`config.mk`:
```
export PLATFORM = sky130hd
export DESIGN_NAME = im_loader_flat
export DESIGN_NICKNAME = d
export VERILOG_FILES = /design/src/rtl/im_loader_if.sv /design/src/rtl/im_loader.sv /design/src/flat_wrapper.sv
export SDC_FILE = /design/constraint.sdc
export NUM_CORES = 1
export LEC_CHECK = 0
export CAP_MARGIN = 0
export CORE_MARGIN = 8
export CORE_UTILIZATION = 30
export CTS_BUF_LIST = sky130_fd_sc_hd__clkbuf_16
export DETAILED_ROUTE_END_ITERATION = 6
export GPL_TIMING_DRIVEN = 0
export HOLD_SLACK_MARGIN = 0.15
export PLACE_DENSITY_LB_ADDON = 0.08
export RECOVER_POWER = 100
export SYNTH_ARGS = -nofsm -noshare
export SYNTH_HDL_FRONTEND = slang
export SYNTH_SLANG_ARGS = --single-unit
```
`constraint.sdc`:
```
create_clock -name clk -period 2.12 [get_ports clk]
set_input_delay 0.424 -clock clk [delete_from_list [all_inputs] [get_ports clk]]
set_output_delay 0.424 -clock clk [all_outputs]
set_load 0.05 [all_outputs]
```
`src/rtl/im_loader_if.sv`:
```
// Byte-stream load port and instruction-memory write port of the instruction loader.
// The master side supplies commands and bytes; the slave side is the loader itself.
interface im_loader_if;
  logic        start;
  logic [6:0]  word_count;
  logic        abort;
  logic        byte_valid;
  logic [7:0]  byte_data;
  logic        byte_ready;
  logic        mem_we;
  logic [7:0]  mem_addr;
  logic [31:0] mem_wdata;
  logic        busy;
  logic        done;
  logic [7:0]  checksum;

  modport master (
    output start, word_count, abort, byte_valid, byte_data,
    input  byte_ready, mem_we, mem_addr, mem_wdata, busy, done, checksum
  );

  modport slave (
    input  start, word_count, abort, byte_valid, byte_data,
    output byte_ready, mem_we, mem_addr, mem_wdata, busy, done, checksum
  );
endinterface

```
`src/rtl/im_loader.sv`:
```
// Instruction-memory loader: assembles big-endian 32-bit words from a byte stream,
// writes them to consecutive word addresses and keeps a running XOR checksum.
module im_loader #(
  parameter int MAX_WORDS = 64
) (
  input  logic        clk,
  input  logic        rst,
  im_loader_if.slave  bus
);

  typedef enum logic [1:0] {IDLE, RECV, WRITE, DONE} state_t;

  state_t      state;
  state_t      state_nxt;
  logic [6:0]  cnt_rem;
  logic [7:0]  word_addr;
  logic [1:0]  byte_idx;
  logic [31:0] asm_word;
  logic [7:0]  csum;

  logic        ready_c;
  logic        we_c;
  logic        busy_c;
  logic        done_c;
  logic        start_ok;
  logic        accept;

  function automatic logic [6:0] clamp_count(input logic [6:0] n);
    return (n > 7'(MAX_WORDS)) ? 7'(MAX_WORDS) : n;
  endfunction

  always_ff @(posedge clk or posedge rst) begin
    if (rst) state <= IDLE;
    else     state <= state_nxt;
  end

  always_comb begin
    state_nxt = state;
    ready_c   = 1'b0;
    we_c      = 1'b0;
    busy_c    = 1'b0;
    done_c    = 1'b0;
    case (state)
      IDLE, DONE: begin
        done_c = (state == DONE);
        if (bus.start)
          state_nxt = (clamp_count(bus.word_count) == 7'd0) ? DONE : RECV;
      end
      RECV: begin
        busy_c  = 1'b1;
        // Abort wins over a same-cycle byte: the byte is refused outright.
        ready_c = !bus.abort;
        if (bus.abort)
          state_nxt = IDLE;
        else if (bus.byte_valid && byte_idx == 2'd3)
          state_nxt = WRITE;
      end
      WRITE: begin
        busy_c = 1'b1;
        we_c   = 1'b1;
        if (bus.abort)
          state_nxt = IDLE;
        else if (cnt_rem == 7'd1)
          state_nxt = DONE;
        else
          state_nxt = RECV;
      end
      default: state_nxt = IDLE;
    endcase
  end

  assign start_ok = bus.start && (state == IDLE || state == DONE);
  assign accept   = ready_c && bus.byte_valid;

  always_ff @(posedge clk or posedge rst) begin
    if (rst) begin
      cnt_rem   <= '0;
      word_addr <= '0;
      byte_idx  <= '0;
      asm_word  <= '0;
      csum      <= '0;
    end else begin
      if (start_ok) begin
        cnt_rem   <= clamp_count(bus.word_count);
        word_addr <= '0;
        byte_idx  <= '0;
        csum      <= '0;
      end
      if (state == RECV && bus.abort) begin
        byte_idx <= '0;
      end else if (accept) begin
        asm_word <= {asm_word[23:0], bus.byte_data};
        csum     <= csum ^ bus.byte_data;
        byte_idx <= byte_idx + 2'd1;
      end
      if (state == WRITE) begin
        cnt_rem <= cnt_rem - 7'd1;
        // Hold the address on the final word so a full 64-word load stops at 0xFC.
        if (cnt_rem != 7'd1)
          word_addr <= word_addr + 8'd4;
      end
    end
  end

  assign bus.byte_ready = ready_c;
  assign bus.mem_we     = we_c;
  assign bus.busy       = busy_c;
  assign bus.done       = done_c;
  assign bus.mem_addr   = word_addr;
  assign bus.mem_wdata  = asm_word;
  assign bus.checksum   = csum;

endmodule

```
`src/flat_wrapper.sv`:
```
// flat-port wrapper written by rule: the top's interface ports become plain ports
module im_loader_flat 
#(
  parameter int MAX_WORDS = 64
)
  (clk, rst, bus_start, bus_word_count, bus_abort, bus_byte_valid, bus_byte_data, bus_byte_ready, bus_mem_we, bus_mem_addr, bus_mem_wdata, bus_busy, bus_done, bus_checksum);
  im_loader_if bus_i ();
  input  logic clk;
  input  logic rst;
  input wire logic [$bits(bus_i.start)-1:0] bus_start;
  input wire logic [$bits(bus_i.word_count)-1:0] bus_word_count;
  input wire logic [$bits(bus_i.abort)-1:0] bus_abort;
  input wire logic [$bits(bus_i.byte_valid)-1:0] bus_byte_valid;
  input wire logic [$bits(bus_i.byte_data)-1:0] bus_byte_data;
  output wire logic [$bits(bus_i.byte_ready)-1:0] bus_byte_ready;
  output wire logic [$bits(bus_i.mem_we)-1:0] bus_mem_we;
  output wire logic [$bits(bus_i.mem_addr)-1:0] bus_mem_addr;
  output wire logic [$bits(bus_i.mem_wdata)-1:0] bus_mem_wdata;
  output wire logic [$bits(bus_i.busy)-1:0] bus_busy;
  output wire logic [$bits(bus_i.done)-1:0] bus_done;
  output wire logic [$bits(bus_i.checksum)-1:0] bus_checksum;
  assign bus_i.start = bus_start;
  assign bus_i.word_count = bus_word_count;
  assign bus_i.abort = bus_abort;
  assign bus_i.byte_valid = bus_byte_valid;
  assign bus_i.byte_data = bus_byte_data;
  assign bus_byte_ready = bus_i.byte_ready;
  assign bus_mem_we = bus_i.mem_we;
  assign bus_mem_addr = bus_i.mem_addr;
  assign bus_mem_wdata = bus_i.mem_wdata;
  assign bus_busy = bus_i.busy;
  assign bus_done = bus_i.done;
  assign bus_checksum = bus_i.checksum;
  im_loader #(.MAX_WORDS(MAX_WORDS)) u_core (.clk(clk), .rst(rst), .bus(bus_i));
endmodule
```
==> flow_summary.yaml <==
setup_path:
  cp_slowest_cell: "sky130_fd_sc_hd__clkdlybuf4s50_1"
  cp-start-kind: "flip-flop"
  timing.critical_path.max_delay_family: "buffers and inverters"
  required_ns: 1.70
  worstPathMaxFanout: 3
  crit_path_max_incr_delay_ns: 0.79
  setup.worst_path.class: "reg2out"
  critical_path.cell_chain: "ha_1 > clkdlybuf4s50_1"
  worst-path-buf-inv: 1
  timing.critical_path.arrival_ns: 1.63
  critPathCaptureType: "primary output"
placed_design:
  weighted_congestion_at_the_end_of_routability_driven_global_placement: 0.772
  postPlaceCellArea_sq_mm: 0.00363
  dp_worst_setup_slack_ns: -0.383
  port-buffer-count: 71
  hpwlAfterDp_microns: 5160
grt:
  grt_remaining_overflow: 0
  pin_count_of_the_biggest_net_entering_global_routing: 37
  grt_pass1_vias: 2077
  grt_first_pass_wirelength_microns: 11500
  global_route.usage.total: 0.117
  grt_antenna_before_repair: 0
sta:
  grt_setup_unrepaired: "false"
  report.final.setup_viol: 0
  timing.final.crit_period_ns: 2.05
  final_critical_path_setup_slack_ns: 0.0682
  finalCritPeriodShare: 0.968
  timing_worst_slew_pin_value_ns: 1.01
  final.hold.worst_slack_ns: 0.495
  final-max-slew-violation-count: 0
  report.final.hold_viol_count: 0
  slew-limit-headroom: 0.325
  max_freq_mhz: 487
  layout_skew_ns: 0.00451
outcome:
  run_status: "complete, no violations"
routing:
  number_of_drc_markers_in_iteration_0: 68
  wl_met2_microns: 3180
  highest-signal-layer: "met4"
  vias_per_cell: 4.98
  totalWireLength_microns: 7120
  remaining_drc_errors: 0
  routedLengthMet1_microns: 3410
  ant_nets: 0
  drt-wirelength-per-cell_microns: 17.0
  dr_total_vias: 2086
  met3_length_microns: 424
  drt_pass1_iterations: 4
floorplan:
  start_util: 0.304
  die_x_microns: 112
  dieArea_sq_mm: 0.0125
  num_io_pins: 72
  floorplan.rows: 35
  die_height_microns: 112
  coreArea_sq_mm: 0.00906
final_layout:
  ant_cells: 0
  area.sequential_sq_mm: 0.00148
  post_route_cells_drive_above_1_share: 0.192
  n_fill_cell: 862
  syn_to_final_growth_pct: 43.5
  layout_commonest_cell: "sky130_fd_sc_hd__dfrtp_1"
  post-route-cell-area_sq_mm: 0.00396
  fin_nets: 331
  final_cell_mix: "sky130_fd_sc_hd__dfrtp_1 (59), sky130_fd_sc_hd__dlygate4sd3_1 (45), sky130_fd_sc_hd__mux2_2 (34)"
  multiInputGateArea_sq_mm: 0.00120
cts:
  hold_buffers: 0
  path_clk_slew_ns: 0.05
  cts.sink_count: 59
  postCtsSetupRepairBufs: 0
  cts_tree: "yes"
  root_buffer: "sky130_fd_sc_hd__clkbuf_16"
  max-clock-path-buffers: 2
  insertion_delay_ns: 0.31
  tritoncts.num_buffers: 9
  cts-htree-levels: 3
synthesis:
  synthCells: 221
  synth-main-ff-cell: "sky130_fd_sc_hd__dfrtp_1"
  synth_edf_count: 0
  synth.distinct_cells: 41
  synth_sequential_area_ratio: 0.535
  synth.ff_latch_count: 59
  asyncSetResetFlopFracSynth: 1.00
  netlist_area_sq_mm: 0.00276
  syn_nets: 248
  yosysWarnings: 0
  postSynthAreaPerCell_sq_um: 12.5
pwr:
  vdd_drop_max_mv: 0.629
  power_mw: 7.21
  p_per_area_mw_per_mm2: 1820
  power.leakage_nw: 1.85
flow_run:
  max-cap-violations: 0
min_path:
  min_path_type: "reg2reg"
metal layers:
| metal | up-vias | global-route usage |
|---|---|---|
| li1 | 991 | - |
| met2 | 58 | 0.166 |
| met4 | 0 | 0.0547 |
| met5 | - | 0 |
| met3 | 10 | 0.0390 |
| met1 | 1027 | 0.157 |
logic make-up (layout without fill, tap and decap cells):
| group | after synthesis | after routing | share of synthesized area |
|---|---|---|---|
| AOI/OAI and AO/OA | 42 | 42 | 0.118 |
| adders and majority gates | 7 | 7 | 0.0317 |
| buffers and inverters | 22 | 109 | 0.0308 |
| DFF | 59 | 59 | 0.535 |
| muxes | 45 | 45 | 0.179 |
| and+or+nand+nor | 46 | 46 | 0.105 |
flip-flops by register name (all words and copies together), names as in the netlist:
| name | count |
|---|---|
| u_core.bus.mem_wdata | 32 |
| u_core.bus.checksum | 8 |
| u_core.bus.mem_addr | 8 |
| u_core.cnt_rem | 7 |
| u_core.byte_idx | 2 |
| u_core.state | 2 |
metrics by stage:
step	util	TNS, ns	cells
detailed placement	0.400	-6.09	404
CTS	0.436	0	419
global placement	0.398	-66.83	403
finish	0.437	0	419
global route	0.437	0	419
floorplan	-	0	221
final timing paths:
check | from | end | slack, ns | cells past startpoint
min | u_core.bus.mem_wdata[31] | u_core.bus.mem_wdata[31] | 0.49 | 1
min in group asynchronous | rst | u_core.cnt_rem[5] | 0.80 | 2
max reg2reg | u_core.cnt_rem[1] | u_core.state[1] | 0.14 | 5
min reg2reg | u_core.bus.mem_wdata[31] | u_core.bus.mem_wdata[31] | 0.49 | 1
max | u_core.state[0] | bus_done | 0.07 | 2
max in group asynchronous | rst | u_core.bus.mem_wdata[0] | 0.60 | 3
report_power, final:
part	switching [mW]	total [mW]	internal (mW)
Clock	0.482	1.61	1.13
Combinational	2.41	3.64	1.24
Sequential	0.343	1.95	1.61
Yosys cell counts (all sizes together) (2+ instances only):
cell,instances,share of area
a2111o,3,0.012
a211oi,2,0.0054
a21boi,2,0.0054
a21o,11,0.030
a21oi,4,0.0073
a221o,3,0.011
buf,5,0.0077
clkbuf,4,0.0054
dfrtp,59,0.54
ha,7,0.032
inv,13,0.018
mux2,34,0.14
mux2i,11,0.040
nand2,6,0.0082
nand3,8,0.015
nand3b,2,0.0054
nor2,3,0.0041
nor2b,2,0.0045
nor3,4,0.0073
nor3b,8,0.022
nor4,2,0.0045
nor4b,2,0.0064
o2111ai,3,0.0095
o211ai,4,0.011
o21ai,4,0.0073
layout make-up:
| class | instances | area share |
|---|---|---|
| Timing Repair Buffer | 72 | 0.182 |
| Clock buffer | 9 | 0.0569 |
| Inverter | 13 | 0.0123 |
| Clock inverter | 6 | 0.0265 |
| Tap cell | 111 | 0.0351 |
| Sequential cell | 59 | 0.373 |
| Buffer | 9 | 0.0101 |
| Multi-Input combinational cell | 140 | 0.304 |
what timing repair did:
action / 4_1_cts / 5_1_grt
cloned: 0 / 0
pin swaps: 0 / 0
hold endpoints to repair: 0 / 0
endpoints found under the setup margin: 3 / 17
resized for setup: 11 / 8
(Power assumes the default switching activity.)
